===== src/rtl/bsg_axil_pkg.sv =====
// Shared definitions for the AXI-Lite FIFO client: response codes and FSM states.
package bsg_axil_pkg;

  typedef enum logic [1:0] {
    e_axi_resp_okay   = 2'b00,
    e_axi_resp_exokay = 2'b01,
    e_axi_resp_slverr = 2'b10,
    e_axi_resp_decerr = 2'b11
  } axi_resp_e;

  typedef enum logic [2:0] {
    e_idle,
    e_req,
    e_wait,
    e_bresp,
    e_rresp
  } fifo_client_state_e;

endpackage


===== src/rtl/bsg_axil_fifo_client_buffer.sv =====
// One-entry valid/ready holding register; the consumer frees it with yumi_i.
module bsg_axil_fifo_client_buffer #(
  parameter int width_p = 1
) (
  input  logic               clk_i,
  input  logic               reset_i,
  input  logic [width_p-1:0] data_i,
  input  logic               v_i,
  output logic               ready_o,
  output logic [width_p-1:0] data_o,
  output logic               v_o,
  input  logic               yumi_i
);

  logic               full_r;
  logic [width_p-1:0] data_r;

  // Never advertise space while reset is held, so nothing is accepted during reset.
  assign ready_o = ~full_r & ~reset_i;
  assign v_o     = full_r;
  assign data_o  = data_r;

  // Capture on handshake; yumi only happens while full, so it never collides with a capture.
  always_ff @(posedge clk_i) begin
    if (reset_i) begin
      full_r <= 1'b0;
      data_r <= '0;
    end else if (yumi_i) begin
      full_r <= 1'b0;
    end else if (v_i & ready_o) begin
      full_r <= 1'b1;
      data_r <= data_i;
    end
  end

endmodule


===== src/rtl/bsg_axil_fifo_client.sv =====
// AXI4-Lite subordinate that turns each write/read into one valid/ready client
// request, waits for the client response and returns it as B or R.
// data_width_p must be 32 or 64. Address and prot are not decoded.
module bsg_axil_fifo_client
  import bsg_axil_pkg::*;
#(
  parameter  int addr_width_p  = 32,
  parameter  int data_width_p  = 32,
  localparam int strb_width_lp = data_width_p / 8
) (
  input  logic                     clk_i,
  input  logic                     reset_i,

  input  logic [addr_width_p-1:0]  s_axil_awaddr_i,
  input  logic [2:0]               s_axil_awprot_i,
  input  logic                     s_axil_awvalid_i,
  output logic                     s_axil_awready_o,

  input  logic [data_width_p-1:0]  s_axil_wdata_i,
  input  logic [strb_width_lp-1:0] s_axil_wstrb_i,
  input  logic                     s_axil_wvalid_i,
  output logic                     s_axil_wready_o,

  output logic [1:0]               s_axil_bresp_o,
  output logic                     s_axil_bvalid_o,
  input  logic                     s_axil_bready_i,

  input  logic [addr_width_p-1:0]  s_axil_araddr_i,
  input  logic [2:0]               s_axil_arprot_i,
  input  logic                     s_axil_arvalid_i,
  output logic                     s_axil_arready_o,

  output logic [data_width_p-1:0]  s_axil_rdata_o,
  output logic [1:0]               s_axil_rresp_o,
  output logic                     s_axil_rvalid_o,
  input  logic                     s_axil_rready_i,

  output logic [addr_width_p-1:0]  addr_o,
  output logic [data_width_p-1:0]  data_o,
  output logic [strb_width_lp-1:0] wmask_o,
  output logic                     w_o,
  output logic                     v_o,
  input  logic                     ready_and_i,

  input  logic [data_width_p-1:0]  data_i,
  input  logic                     v_i,
  output logic                     ready_and_o
);

  fifo_client_state_e state_r;
  logic               last_write_r;
  logic               req_w_r;
  logic [addr_width_p-1:0]  req_addr_r;
  logic [data_width_p-1:0]  req_data_r;
  logic [strb_width_lp-1:0] req_mask_r;
  logic [data_width_p-1:0]  rdata_r;

  logic                     aw_v, w_v, ar_v;
  logic [addr_width_p-1:0]  aw_addr, ar_addr;
  logic [data_width_p-1:0]  w_data;
  logic [strb_width_lp-1:0] w_strb;
  logic                     in_idle, write_rdy, read_rdy, grant_write, grant_read;

  // Prot bits carry no meaning for this client.
  logic unused_prot;
  assign unused_prot = ^{s_axil_awprot_i, s_axil_arprot_i};

  bsg_axil_fifo_client_buffer #(.width_p(addr_width_p)) aw_buf (
    .clk_i   (clk_i),
    .reset_i (reset_i),
    .data_i  (s_axil_awaddr_i),
    .v_i     (s_axil_awvalid_i),
    .ready_o (s_axil_awready_o),
    .data_o  (aw_addr),
    .v_o     (aw_v),
    .yumi_i  (grant_write)
  );

  bsg_axil_fifo_client_buffer #(.width_p(data_width_p + strb_width_lp)) w_buf (
    .clk_i   (clk_i),
    .reset_i (reset_i),
    .data_i  ({s_axil_wdata_i, s_axil_wstrb_i}),
    .v_i     (s_axil_wvalid_i),
    .ready_o (s_axil_wready_o),
    .data_o  ({w_data, w_strb}),
    .v_o     (w_v),
    .yumi_i  (grant_write)
  );

  bsg_axil_fifo_client_buffer #(.width_p(addr_width_p)) ar_buf (
    .clk_i   (clk_i),
    .reset_i (reset_i),
    .data_i  (s_axil_araddr_i),
    .v_i     (s_axil_arvalid_i),
    .ready_o (s_axil_arready_o),
    .data_o  (ar_addr),
    .v_o     (ar_v),
    .yumi_i  (grant_read)
  );

  // A write needs both AW and W; when a write and read are both ready, alternate.
  assign in_idle     = (state_r == e_idle);
  assign write_rdy   = aw_v & w_v;
  assign read_rdy    = ar_v;
  assign grant_write = in_idle & write_rdy & (~read_rdy | ~last_write_r);
  assign grant_read  = in_idle & read_rdy  & (~write_rdy | last_write_r);

  // Transaction sequencer: grant, present request, await response, return B/R.
  always_ff @(posedge clk_i) begin
    if (reset_i) begin
      state_r      <= e_idle;
      last_write_r <= 1'b0;
      req_w_r      <= 1'b0;
      req_addr_r   <= '0;
      req_data_r   <= '0;
      req_mask_r   <= '0;
      rdata_r      <= '0;
    end else begin
      case (state_r)
        e_idle: begin
          if (grant_write) begin
            req_w_r      <= 1'b1;
            req_addr_r   <= aw_addr;
            req_data_r   <= w_data;
            req_mask_r   <= w_strb;
            last_write_r <= 1'b1;
            state_r      <= e_req;
          end else if (grant_read) begin
            req_w_r      <= 1'b0;
            req_addr_r   <= ar_addr;
            req_data_r   <= '0;
            req_mask_r   <= '0;
            last_write_r <= 1'b0;
            state_r      <= e_req;
          end
        end
        e_req: begin
          if (ready_and_i) state_r <= e_wait;
        end
        e_wait: begin
          if (v_i) begin
            if (req_w_r) begin
              state_r <= e_bresp;
            end else begin
              rdata_r <= data_i;
              state_r <= e_rresp;
            end
          end
        end
        e_bresp: begin
          if (s_axil_bready_i) state_r <= e_idle;
        end
        e_rresp: begin
          if (s_axil_rready_i) state_r <= e_idle;
        end
        default: state_r <= e_idle;
      endcase
    end
  end

  // Handshake outputs come straight from the state register, forced low while reset is held.
  assign v_o             = (state_r == e_req)   & ~reset_i;
  assign ready_and_o     = (state_r == e_wait)  & ~reset_i;
  assign s_axil_bvalid_o = (state_r == e_bresp) & ~reset_i;
  assign s_axil_rvalid_o = (state_r == e_rresp) & ~reset_i;

  assign w_o     = req_w_r;
  assign addr_o  = req_addr_r;
  assign data_o  = req_data_r;
  assign wmask_o = req_mask_r;

  assign s_axil_rdata_o = rdata_r;
  assign s_axil_bresp_o = e_axi_resp_okay;
  assign s_axil_rresp_o = e_axi_resp_okay;

endmodule


===== config.mk =====
export PLATFORM = sky130hd
export DESIGN_NAME = bsg_axil_fifo_client
export DESIGN_NICKNAME = d
export VERILOG_FILES = /design/src/rtl/bsg_axil_pkg.sv /design/src/rtl/bsg_axil_fifo_client_buffer.sv /design/src/rtl/bsg_axil_fifo_client.sv
export SDC_FILE = /design/constraint.sdc
export NUM_CORES = 1
export LEC_CHECK = 0
export CAP_MARGIN = 20
export CORE_UTILIZATION = 40
export DETAILED_ROUTE_END_ITERATION = 16
export GPL_ROUTABILITY_DRIVEN = 0
export PLACE_DENSITY = 0.69
export SYNTH_ARGS = -nofsm -noshare
export SYNTH_HDL_FRONTEND = slang
export SYNTH_HIERARCHICAL = 1
export SYNTH_SLANG_ARGS = --single-unit

===== constraint.sdc =====
create_clock -name clk_i -period 4.91 [get_ports clk_i]
set_clock_uncertainty 0.15 [all_clocks]
set_input_delay 0.491 -clock clk_i [delete_from_list [all_inputs] [get_ports clk_i]]
set_output_delay 0.491 -clock clk_i [all_outputs]
set_load 0.005 [all_outputs]

==> flow_metrics.env <==
export IMPL_clk_pin_slew_ns=0.06
export IMPL_routed_wl_um=25400
export IMPL_synth_top_area_share_pct=44.9
export IMPL_min_period_over_period_pct=66.4
export IMPL_drc_errors=0
export IMPL_ios=259
export IMPL_clock_path_buffers=3
export IMPL_critPathRequiredTime_ns=4.27
export IMPL_ir_drop_mv=0.225
export IMPL_synth_edf_count=0
export IMPL_cts_resized=0
export IMPL_hold_viol_final=0
export IMPL_antenna_found_initial=0
export IMPL_rsz0062_at_grt="false"
export IMPL_fin_crit_ns=3.26
export IMPL_ys_seq_area_share_pct=44.9
export IMPL_port_buffers=248
export IMPL_p_int_w=0.00322
export IMPL_place_ws_ns=1.62
export IMPL_switching_power_w=0.00111
export IMPL_ys_flop_type="dfxtp_1"
export IMPL_fmax_mhz=307
export IMPL_crit_type="flip-flop to output port"
export IMPL_outcome="finished, final reports clean"
export IMPL_p_comb_share_pct=16.4
export IMPL_clkSinkCount=207
export IMPL_end_kind="output port"
export IMPL_fin_util_pct=54.6
export IMPL_yosys_top_cells_count="dfxtp_1, nand2b_1, mux2i_1, o21ai_0, a21oi_1"
export IMPL_drt_iter0_drc=530
export IMPL_wire_per_inst_um=17.2
export IMPL_vias=7831
export IMPL_seq_power_share_pct=43.1
export IMPL_tritoncts="done"
export IMPL_area_growth_pct=34.0
export IMPL_core_um2=22600
export IMPL_rows=55
export IMPL_first_global_vias=7535
export IMPL_drive_above_1_share_pct=5.53
export IMPL_clk_latency_ns=0.50
export IMPL_slew_limit_headroom_pct=29.1
export IMPL_tightest_slew_ns=1.06
export IMPL_slowest_stage="clkdlybuf4s50_1"
export IMPL_p_clk_share_pct=40.5
export IMPL_synthTopCellsByArea="dfxtp_1, nand2b_1, mux2i_1"
export IMPL_tns_ns=0
export IMPL_path_cells="buf_4 > clkinv_1 > nor4b_1 > clkdlybuf4s50_1"
export IMPL_grt_usage_pct=21.0
export IMPL_holdCritStartpoint="w_buf/data_o[7]"
export IMPL_ys_warnings_count=6
export IMPL_worst_setup_path_start_kind="flip-flop"
export IMPL_initial_core_util_pct=40.8
export IMPL_cts_setup_buffers=0
export IMPL_synthCells=993
export IMPL_dr_pass1_iters=5
export IMPL_via_per_inst=5.29
export IMPL_leakagePower_nw=4.27
export IMPL_crit_family="buffers and inverters"
export IMPL_slowest_delay_ns=0.61
export IMPL_synth_cell_types=39
export IMPL_dpl_hpwl_um=15900
export IMPL_cts_buffers_inserted=23
export IMPL_yosysTopAreaCell="dfxtp_1"
export IMPL_overflow=0
export IMPL_htreeDepth=1
export IMPL_yosysMostFrequentCell="dfxtp_1"
export IMPL_netlist_area_um2=9230
export IMPL_fp_dieH_um=154
export IMPL_switching_share_pct=25.6
export IMPL_worst_slack_ns=1.65
export IMPL_ys_ff_latch=207
export IMPL_cp_arrival_ns=2.62
export IMPL_crit_buf_inv=3
export IMPL_die_x_um=154
export IMPL_hold_buffers=0
export IMPL_timing_hold_ws_ns=0.315
export IMPL_fp_dieArea_um2=23700
export IMPL_fillers=2080
export IMPL_drv_slew=0
export IMPL_detail_route_antenna_nets=0
export IMPL_final_nets=1326
export IMPL_avgSynthCellArea_um2=9.30
export IMPL_hold_path_class="flip-flop to flip-flop"
export IMPL_p_per_area_nw_per_um2=350
export IMPL_setup_viol=0
export IMPL_grt_pass1_wl_um=40700
export IMPL_grt_max_degree=118
export IMPL_cp_startpoint="state_r[0]"
export IMPL_synthArstFlopShare_pct=0
export IMPL_ctsRootBufferMaster="clkbuf_16"
export IMPL_crit_fanout=41
export IMPL_cap_violations=0
export IMPL_reg2reg_slack_ns=1.89
export IMPL_antenna_cells=0
export IMPL_crit_reg2reg_launch="ar_buf/v_o"
## worst paths after layout
kind,endpoint,cells past startpoint
setup / recovery,s_axil_bvalid_o,4
hold reg to reg,data_o[3],2
hold / removal,data_o[3],2
setup reg to reg,aw_buf/data_o[24],6
## flip-flops by register name, indices dropped and copies added (netlist names)
register	cells
s_axil_rdata_o	32
w_buf/data_o	36
ar_buf/v_o	1
state_r	3
aw_buf/v_o	1
aw_buf/data_o	32
ar_buf/data_o	32
data_o	32
wmask_o	4
addr_o	32
w_o	1
w_buf/v_o	1
## worst register-to-register path, cell delays in order, from the launching register on
cell	delay [ns]
dfxtp_1	0.58
and2_2	0.66
nor3_4	0.14
nor3b_4	0.61
buf_8	0.24
buf_4	0.34
mux2i_1	0.24
## cell families (layout without fill, tap and decap cells)
kind of cell	Yosys count	in the layout	share of synthesized area (%)
simple gates	332	332	22.1
flops	207	207	44.9
buf+inv	110	308	7.31
mux	101	101	11.0
other cells	1	4	0.0406
compound gates	242	242	14.7
## power by group through the flow
stage	combinational, W	clock, W	sequential, W
after floorplan	0.000435	0	0.00189
after global placement	0.000704	0	0.00190
after detailed placement	0.000710	0	0.00190
after CTS	0.000712	0.00179	0.00186
after global routing	0.000770	0.00187	0.00188
final	0.000708	0.00175	0.00186
## per-stage QoR
step / std cells / total power (W) / cell area [um2]
2_1_floorplan: 996 / 0.00232 / 9240
3_3_place_gp: 1438 / 0.00260 / 11600
3_5_place_dp: 1438 / 0.00261 / 11600
4_1_cts: 1478 / 0.00436 / 12400
5_1_grt: 1479 / 0.00452 / 12400
6_report: 1479 / 0.00433 / 12400
## metal layers
| layer | GRT usage, % | share of wire [%] | vias up |
|---|---|---|---|
| li1 | - | - | 3852 |
| met1 | 27.3 | 45 | 3701 |
| met2 | 34.4 | 46 | 253 |
| met3 | 5.81 | 7.8 | 25 |
| met4 | 5.14 | 1.4 | 0 |
| met5 | 0 | 0 | - |
## layout make-up
type	instances	area, um2	share of cell area [%]
multi-input combinational	679	4470	36.1
sequential	207	4140	33.5
timing repair buffer	266	2630	21.2
clock buffer	35	691	5.58
tap	285	357	2.88
clock inverter	5	78.8	0.637
inverter	2	7.51	0.0607
## cell usage in the layout, fill, tap and decap left out, types with 2 or more instances in the layout
cell,count
and2_2,2
nor2_1,7
a21oi_1,100
clkbuf_16,23
clkdlybuf4s50_1,247
dfxtp_1,207
clkbuf_1,5
mux2i_1,101
nand2b_1,201
nand4_1,36
o21ai_0,101
buf_4,17
nor4b_1,3
a311oi_1,32
nor3_1,5
bufinv_16,2
conb_1,4
nand2_1,2
clkinv_2,2
nand3_1,64
nor3_4,2
nor3b_4,3
clkbuf_8,7
No activity file was read; power rests on OpenSTA's default activity.
